<file path="config.mk">
export PLATFORM = sky130hd
export DESIGN_NAME = vga_display_core
export DESIGN_NICKNAME = d
export VERILOG_FILES = /design/src/rtl/vga_pkg.sv /design/src/rtl/key_debounce.sv /design/src/rtl/vga_display_core.sv
export SDC_FILE = /design/constraint.sdc
export NUM_CORES = 1
export LEC_CHECK = 0
export CAP_MARGIN = 40
export CORE_MARGIN = 10
export CORE_UTILIZATION = 40
export DETAILED_ROUTE_END_ITERATION = 16
export REMOVE_ABC_BUFFERS = 1
export SYNTH_ARGS = -nofsm -noshare
export SYNTH_HDL_FRONTEND = slang
export SYNTH_SLANG_ARGS = --single-unit
export TNS_END_PERCENT = 50
</file>
<file path="constraint.sdc">
create_clock -name clock -period 2.3 [get_ports clock]
set_input_delay 0.23 -clock clock [delete_from_list [all_inputs] [get_ports clock]]
set_output_delay 0.23 -clock clock [all_outputs]
set_load 0.05 [all_outputs]
</file>
<file path="src/rtl/vga_pkg.sv">
// rtl/vga_pkg.sv - default 640x480 timing constants, rgb type and colour-bar table
package vga_pkg;
  localparam int VGA_H_ACTIVE = 640;
  localparam int VGA_H_FP     = 16;
  localparam int VGA_H_SYNC   = 96;
  localparam int VGA_H_BP     = 48;
  localparam int VGA_V_ACTIVE = 480;
  localparam int VGA_V_FP     = 10;
  localparam int VGA_V_SYNC   = 2;
  localparam int VGA_V_BP     = 33;
  localparam int VGA_COLOR_W  = 8;

  typedef struct packed {
    logic [VGA_COLOR_W-1:0] r;
    logic [VGA_COLOR_W-1:0] g;
    logic [VGA_COLOR_W-1:0] b;
  } rgb_t;

  // {r,g,b} full-scale enables, bar 0 (white) in the low slot, bar 7 (black) in the high slot
  localparam logic [7:0][2:0] BAR_TABLE = {3'b000, 3'b001, 3'b100, 3'b101,
                                           3'b010, 3'b011, 3'b110, 3'b111};
endpackage

</file>
<file path="src/rtl/key_debounce.sv">
// rtl/key_debounce.sv - 2-flop key synchroniser, stability counter and press strobe
module key_debounce #(
  parameter int DEBOUNCE_CYC = 250000
) (
  input  logic clock,
  input  logic reset,
  input  logic key_n_i,
  output logic pressed_o
);
  localparam int CNT_W = $clog2(DEBOUNCE_CYC);

  logic             sync1_q, sync2_q;
  logic             db_q, db_d;
  logic [CNT_W-1:0] cnt_q, cnt_d;
  logic             flip;

  // the DEBOUNCE_CYC-th consecutive differing sample flips the debounced state
  assign flip      = (sync2_q != db_q) && (cnt_q == CNT_W'(DEBOUNCE_CYC - 1));
  assign pressed_o = flip && !sync2_q;

  always_comb begin
    cnt_d = '0;
    db_d  = db_q;
    if (flip) begin
      db_d = sync2_q;
    end else if (sync2_q != db_q) begin
      cnt_d = cnt_q + 1'b1;
    end
  end

  always_ff @(posedge clock) begin
    if (reset) begin
      sync1_q <= 1'b1;
      sync2_q <= 1'b1;
      db_q    <= 1'b1;
      cnt_q   <= '0;
    end else begin
      sync1_q <= key_n_i;
      sync2_q <= sync1_q;
      db_q    <= db_d;
      cnt_q   <= cnt_d;
    end
  end
endmodule

</file>
<file path="src/rtl/vga_display_core.sv">
// rtl/vga_display_core.sv - VGA timing, frame-aligned key commands, sync/blank delay pipe
// Optional colour-bar override selected by defining VGA_COLORBAR_EN.
module vga_display_core
  import vga_pkg::*;
#(
  parameter int H_ACTIVE     = VGA_H_ACTIVE,
  parameter int H_FP         = VGA_H_FP,
  parameter int H_SYNC       = VGA_H_SYNC,
  parameter int H_BP         = VGA_H_BP,
  parameter int V_ACTIVE     = VGA_V_ACTIVE,
  parameter int V_FP         = VGA_V_FP,
  parameter int V_SYNC       = VGA_V_SYNC,
  parameter int V_BP         = VGA_V_BP,
  parameter int COLOR_W      = VGA_COLOR_W,
  parameter int N_KEYS       = 3,
  parameter int DEBOUNCE_CYC = 250000,
  parameter int PIPE_DLY     = 1
) (
  input  logic                 clock,
  input  logic                 reset,
  input  logic [N_KEYS-1:0]    key_n,
  input  logic [3*COLOR_W-1:0] pix_rgb,
  input  logic                 bar_sel,
  output logic [9:0]           hcount,
  output logic [9:0]           vcount,
  output logic                 frame_start,
  output logic [N_KEYS-1:0]    cmd,
  output logic                 hsync_n,
  output logic                 vsync_n,
  output logic                 blank_n,
  output logic                 sync_n,
  output logic [COLOR_W-1:0]   red,
  output logic [COLOR_W-1:0]   green,
  output logic [COLOR_W-1:0]   blue
);
  localparam int         H_TOTAL = H_ACTIVE + H_FP + H_SYNC + H_BP;
  localparam int         V_TOTAL = V_ACTIVE + V_FP + V_SYNC + V_BP;
  localparam logic [9:0] H_LAST  = 10'(H_TOTAL - 1);
  localparam logic [9:0] V_LAST  = 10'(V_TOTAL - 1);
  localparam logic [9:0] H_ACT   = 10'(H_ACTIVE);
  localparam logic [9:0] V_ACT   = 10'(V_ACTIVE);
  localparam logic [9:0] HS_BEG  = 10'(H_ACTIVE + H_FP);
  localparam logic [9:0] HS_END  = 10'(H_ACTIVE + H_FP + H_SYNC);
  localparam logic [9:0] VS_BEG  = 10'(V_ACTIVE + V_FP);
  localparam logic [9:0] VS_END  = 10'(V_ACTIVE + V_FP + V_SYNC);
`ifdef VGA_COLORBAR_EN
  localparam int PW = 6;
`else
  localparam int PW = 3;
`endif
  localparam logic [PW-1:0] IDLE = PW'(3'b110);

  logic [9:0]           h_q, h_d, v_q, v_d;
  logic                 frame_start_q;
  logic [N_KEYS-1:0]    pend_q, pend_d, press;
  logic                 release_pt;
  logic                 raw_hs_n, raw_vs_n, raw_act;
  logic [PW-1:0]        raw, dly;
  logic [3*COLOR_W-1:0] src, rgb_q;
  logic                 hs_q, vs_q, bl_q;

  always_comb begin
    h_d = (h_q == H_LAST) ? 10'd0 : h_q + 10'd1;
    v_d = v_q;
    if (h_q == H_LAST) begin
      v_d = (v_q == V_LAST) ? 10'd0 : v_q + 10'd1;
    end
  end

  for (genvar k = 0; k < N_KEYS; k++) begin : g_key
    key_debounce #(.DEBOUNCE_CYC(DEBOUNCE_CYC)) u_key (
      .clock     (clock),
      .reset     (reset),
      .key_n_i   (key_n[k]),
      .pressed_o (press[k])
    );
  end

  // a press landing on the release cycle is kept for the following frame
  assign release_pt = (h_q == 10'd0) && (v_q == V_ACT);
  assign pend_d     = (release_pt ? '0 : pend_q) | press;
  assign cmd        = release_pt ? pend_q : '0;

  assign raw_hs_n = !((h_q >= HS_BEG) && (h_q < HS_END));
  assign raw_vs_n = !((v_q >= VS_BEG) && (v_q < VS_END));
  assign raw_act  = (h_q < H_ACT) && (v_q < V_ACT);

`ifdef VGA_COLORBAR_EN
  logic [2:0] bar_code;
  assign raw      = {3'(h_q / 10'(H_ACTIVE / 8)), raw_hs_n, raw_vs_n, raw_act};
  assign bar_code = BAR_TABLE[dly[5:3]];
  assign src      = bar_sel ? {{COLOR_W{bar_code[2]}}, {COLOR_W{bar_code[1]}}, {COLOR_W{bar_code[0]}}}
                            : pix_rgb;
`else
  logic unused_bar_sel;
  assign unused_bar_sel = bar_sel;
  assign raw            = {raw_hs_n, raw_vs_n, raw_act};
  assign src            = pix_rgb;
`endif

  if (PIPE_DLY == 0) begin : g_nopipe
    assign dly = raw;
  end else begin : g_pipe
    logic [PW-1:0] sr_q [PIPE_DLY];
    always_ff @(posedge clock) begin
      if (reset) begin
        for (int i = 0; i < PIPE_DLY; i++) sr_q[i] <= IDLE;
      end else begin
        sr_q[0] <= raw;
        for (int i = 1; i < PIPE_DLY; i++) sr_q[i] <= sr_q[i-1];
      end
    end
    assign dly = sr_q[PIPE_DLY-1];
  end

  always_ff @(posedge clock) begin
    if (reset) begin
      h_q           <= '0;
      v_q           <= '0;
      frame_start_q <= 1'b0;
      pend_q        <= '0;
      hs_q          <= 1'b1;
      vs_q          <= 1'b1;
      bl_q          <= 1'b0;
      rgb_q         <= '0;
    end else begin
      h_q           <= h_d;
      v_q           <= v_d;
      frame_start_q <= (h_d == H_LAST) && (v_d == V_LAST);
      pend_q        <= pend_d;
      hs_q          <= dly[2];
      vs_q          <= dly[1];
      bl_q          <= dly[0];
      rgb_q         <= dly[0] ? src : '0;
    end
  end

  assign hcount      = h_q;
  assign vcount      = v_q;
  assign frame_start = frame_start_q;
  assign hsync_n     = hs_q;
  assign vsync_n     = vs_q;
  assign blank_n     = bl_q;
  assign sync_n      = 1'b0;
  assign red         = rgb_q[3*COLOR_W-1 -: COLOR_W];
  assign green       = rgb_q[2*COLOR_W-1 -: COLOR_W];
  assign blue        = rgb_q[COLOR_W-1:0];
endmodule
</file>
[Yosys cells after proc, flatten, opt, wreduce, memory -nomap -nowiden]
Memory sizes are Yosys's and may differ from the RTL's.
Cells that the tools add are included.
Storage, ports and cells
  flip-flop bits (word level): 114
  RAM bits: 3
  memories kept: 1
  word-level logic and storage cells: 80
  input port bits: 30
Memory list
  g_pipe.sr_q: words 1, width 3, read ports 1, clocked after memory_dff 0, wr ports 1, RTL line vga_display_core.sv:104  | logic [PW-1:0] sr_q [PIPE_DLY];
Cells by class
  add/subtract/negate cells: 5
  $lt $le $gt $ge: 6
  bitwise logic cells: 5
  reduce and logical (&&, ||, !) cells: 22
  eq/ne operators: 11
  muxes and demuxes: 10
Operators with widths (number)
  adder 18 x 1 -> 18 bit (second input constant): 3
  equality test 18 bit (second input constant): 3
  equality test 10 bit (second input constant): 4
  two-way mux 10 bit: 3
  adder 10 x 1 -> 10 bit (second input constant): 2
  less-than comparator 10 bit (second input constant): 2
  less-than comparator 10 x 9 -> 1 bit (second input constant): 2
  OR reduction 3 bit: 4
  logical AND 1 bit: 11
  equality test 10 x 9 -> 1 bit (second input constant): 1
  greater-or-equal comparator 10 bit (second input constant): 1
  greater-or-equal comparator 10 x 9 -> 1 bit (second input constant): 1
  logical NOT 10 bit: 1
  two-way mux 3 bit: 3
  logical NOT 1 bit: 5
  two-way mux 1 bit: 4
  NOT 1 bit: 4
  inequality test 1 bit: 3
  bitwise OR 3 bit: 1
  OR reduction 2 bit: 1

[Depth between registers and ports, before layout]
  depth after elaboration: 5
  depth in mapped cells: 8

[Hierarchy]
From an unflattened synthesis, not the netlist that was laid out.
Unflattened totals
  cells, all modules: 531
  area total of the unflattened synthesis: 5029.8 um^2
By module, submodules not included
  key_debounce: seq. area each 420.4 um^2, area each 974.7 um^2, instances 3, cells an instance 105
  vga_display_core: seq. area each 1081.0 um^2, area each 2105.8 um^2, instances 1, cells an instance 216

[Worst setup path before layout]
No wires, ideal clock.
  path type: register to output
  start: register v_q[5] (netlist: vcount[5])
  end: output port cmd[0]
  slack: -0.013 ns
  arrival: 2.083 ns
  data required time: 2.070 ns
  stages on the path, launching flop included: 6
  path through: dfxtp_1 -> clkbuf_1 -> nand4_1 -> nor4_1 -> and4_1 -> and2_1
On the way
  word-level cells in the longest chain between the ends: 3
RTL lines
  start, declared: RTL line vga_display_core.sv:53  | logic [9:0] h_q, h_d, v_q, v_d;
  start signal, assigned: RTL line vga_display_core.sv:128  | v_q <= v_d;
  equality test 10 x 9 -> 1 bit: RTL line vga_display_core.sv:80  | assign release_pt = (h_q == 10'd0) && (v_q == V_ACT);
  logical AND 1 bit: RTL line vga_display_core.sv:80
  two-way mux 3 bit: RTL line vga_display_core.sv:82  | assign cmd = release_pt ? pend_q : '0;
  end, declared: RTL line vga_display_core.sv:27  | output logic [N_KEYS-1:0] cmd,
Every way passes these cells.

[Final worst setup path]
  start: register v_q[0] (netlist: vcount[0])
  end: output port cmd[0]
Same word-level chain as after synthesis.

==> reports/results.tsv <==
stage	metric	value	unit
global_route	grt.overflow.total	0	
worst_setup_path	startpoint_type	flop	
finish	layout.nets	668	
finish	num-fill-cells	1096	
cts	cts.clk_slew.worst_paths	0.05	ns
sta	slew_viol_final	0	
sta	slew-limit-headroom	62.5	%
pwr	p_comb_share	4.7	%
detailed_routing	first_pass_iters	4	
logic_synthesis	synth_xor_area_share	11.7	%
logic_synthesis	synth_top_family_by_area	simple AND/OR/NAND/NOR gates	
sta	max_freq	0.460	GHz
cts	numCtsBuffers	17	
placement	dp_hpwl	8040	um
cts	cts_tree	done	
logic_synthesis	muxShareOfSynthArea	0.811	%
global_route	grt_pass1_vias	3873	
finish	final_layout_size_suffix_gt1_share	11.1	%
job	max-cap-violations	0	
cts	htreeDepth	4	
logic_synthesis	syn_area_per_cell	9.08	um2
sta	fin_crit_sh	94.4	%
outcome	status	finished, final reports clean	
logic_synthesis	synth_cell_types	50	
cts	numClockSinks	117	
sta	worstMarginPinSlew	0.560	ns
logic_synthesis	ys_seq_area_share	47.4	%
pwr	seqPwrFrac	39.2	%
logic_synthesis	netlist_area	4940	um2
sta	rsz0062_at_grt	no	
logic_synthesis	synthTopCellsByArea	dfxtp_1, xnor2_1, nor2_1, xor2_1, nand3_1	
sta	hold_violations	0	
finish	layout_common_cells	dfxtp_1, nor2_1, clkdlybuf4s50_1	
die	fp-row-count	40	
worst_setup_path	endpoint_kind	output port	
die	coreArea	12100	um2
logic_synthesis	synthCells	544	
cts	hold_buffers	0	
logic_synthesis	synthAdderAreaFrac	2.28	%
placement	gp_congestion	0.827	
pwr	swShare	19.7	%
global_route	grt_max_degree	22	
sta	finalSetupViolCount	0	
logic_synthesis	yosys_warnings	0	
pwr	p_switching	0.00104	W
finish	final_common_cell	dfxtp_1	
pwr	p_clk_share	56.1	%
die	start_util	40.9	%
logic_synthesis	synth_top_cell_by_area	dfxtp_1	
finish	antenna_cells	0	
detailed_routing	drt_iter0_markers	162	
sta	finClkSkew	0.00541	ns
global_route	grtUsageTotal	13.3	%
worst_setup_path	path_max_fanout	7	
finish	areaGrowthSynthToFinish	33.8	%
cts	cts_setup_buffers	0	
worst_setup_path	cp.arrival	1.94	ns
pwr	ir_drop	0.477	mV
logic_synthesis	synth-simple-area-share	29.8	%
sta	fin_ws	0.128	ns
logic_synthesis	synth_edf_count	0	
logic_synthesis	synth_compound_area_share	3.57	%
detailed_routing	drcViolationCount	0	
worst_setup_path	required	2.07	ns
logic_synthesis	yosysTopAreaCellShare	47.4	%
pwr	p_leak	2.27	nW
placement	port_buffers	79	
die	fp.dieArea	17200	um2
detailed_routing	vias	3935	
die	die_h	131	um
min_path	holdCritPathClass	in2reg	
cts	clockRootBuffer	clkbuf_16	
die	boundaryPins	82	
sta	period_needed	2.17	ns
global_route	grt_pass1_wl	18900	um
cts	clock_latency	0.41	ns
worst_setup_path	critical_path_class	reg2out	
detailed_routing	drt_wl_total	11200	um
logic_synthesis	async_reset_ff_share	0	%
pwr	p_per_area	801	nW/um2
global_route	antenna_found_initial	0	
sta	fin_setup_tns	0	ns
die	die_w	131	um
cts	cts_max_path_buffers	2	
logic_synthesis	yosys_most_used_dff	dfxtp_1	
placement	dp_slack	0.267	ns
detailed_routing	postRouteAntennaNets	0	
detailed_routing	wl_per_cell	13.9	um
logic_synthesis	synth_seq_cells	117	
detailed_routing	viasPerCell	4.86	
pwr	p_int	0.00425	W
worst max-delay path: stages (launching register included):
cell	delay [ns]
dfxtp_2	0.35
inv_2	0.08
ha_1	0.17
nor4bb_4	0.30
and4_4	0.28
and2_1	0.19
buf_12	0.15
sequential cells by signal (all words and copies together) (netlist names):
register	flops
vcount	10
g_key.u_key.cnt_q	54
g_key.u_key.db_q	3
blank_n	1
g_key.u_key.sync2_q	3
g_key.u_key.sync1_q	3
g_pipe.sr_q	3
pend_q	3
frame_start	1
hcount	10
hsync_n	1
vsync_n	1
rgb_q	24
per-stage QoR:
| step | instance area (um2) | power [W] | std cells | hold WS [ns] | util (%) |
|---|---|---|---|---|---|
| 6_report | 6610 | 0.00530 | 810 | 0.379 | 54.8 |
| 5_1_grt | 6610 | 0.00548 | 810 | 0.365 | 54.8 |
| 4_1_cts | 6600 | 0.00536 | 810 | 0.359 | 54.7 |
| 3_5_place_dp | 5910 | 0.00237 | 778 | 0.399 | 49.0 |
| 3_3_place_gp | 5900 | 0.00236 | 777 | 0.396 | 48.9 |
| 2_1_floorplan | 4780 | 0.00224 | 519 | 0.299 | - |
worst paths after layout:
path / startpoint / to / slack (ns) / cells past startpoint
worst min-delay path: pix_rgb[7] / rgb_q[7] / 0.38 / 2
worst max-delay path: vcount[0] / cmd[0] / 0.13 / 6
worst max register to register: hcount[0] / frame_start / 0.22 / 6
worst min register to register: g_key[0].u_key.sync1_q / g_key[0].u_key.sync2_q / 0.41 / 1
synthesized netlist by cell type, types with 3 or more instances:
master / n
nor4_1: 10
mux2i_1: 4
nand3_1: 36
nor3_1: 19
nand2_1: 34
xor2_1: 25
nand2b_1: 4
or2_2: 10
ha_1: 9
nor3_2: 3
and3_1: 9
buf_2: 8
clkbuf_1: 10
xnor2_1: 41
and2_1: 28
a21oi_1: 5
inv_1: 16
dfxtp_1: 117
o21ai_0: 3
or3_1: 7
nor2_1: 87
and4_1: 11
nand4_1: 13
cells by family (layout without fill, tap and decap cells):
| family | after synthesis | count (layout) |
|---|---|---|
| buffers and inverters | 41 | 139 |
| xor gates and xnor gates | 66 | 66 |
| DFF | 117 | 117 |
| muxes | 4 | 4 |
| adders and majority gates | 9 | 9 |
| AOI/OAI and AO/OA | 24 | 24 |
| other | 1 | 1 |
| and+or+nand+nor | 282 | 282 |
per-layer routing:
| layer | GRT usage (%) | part of all wire (%) | vias up |
|---|---|---|---|
| met2 | 22.6 | 50 | 79 |
| met3 | 4.80 | 4.6 | 21 |
| li1 | - | - | 2000 |
| met1 | 14.3 | 44 | 1835 |
| met4 | 6.63 | 2.0 | 0 |
| met5 | 0 | 0 | - |
repair_timing:
item,CTS,global route
pin swaps,0,1
resized for setup,6,6
endpoints found under the setup margin,3,3
power groups by stage:
stage / sequential, W / clock, W / combinational (W)
2_1_floorplan: 0.00219 / 0 / 0.0000468
3_3_place_gp: 0.00212 / 0 / 0.000246
3_5_place_dp: 0.00212 / 0 / 0.000249
4_1_cts: 0.00208 / 0.00304 / 0.000254
5_1_grt: 0.00208 / 0.00313 / 0.000268
6_report: 0.00208 / 0.00297 / 0.000251
final cells by class:
| cell class | count | area, um2 | share of cell area [%] |
|---|---|---|---|
| Inverter | 16 | 60.1 | 0.909 |
| Clock buffer | 23 | 468 | 7.08 |
| Multi-Input combinational cell | 386 | 2410 | 36.5 |
| Timing Repair Buffer | 91 | 915 | 13.8 |
| Clock inverter | 9 | 198 | 2.99 |
| Sequential cell | 117 | 2350 | 35.5 |
| Tap cell | 168 | 210 | 3.18 |
Power figures use the tool's default switching activity.
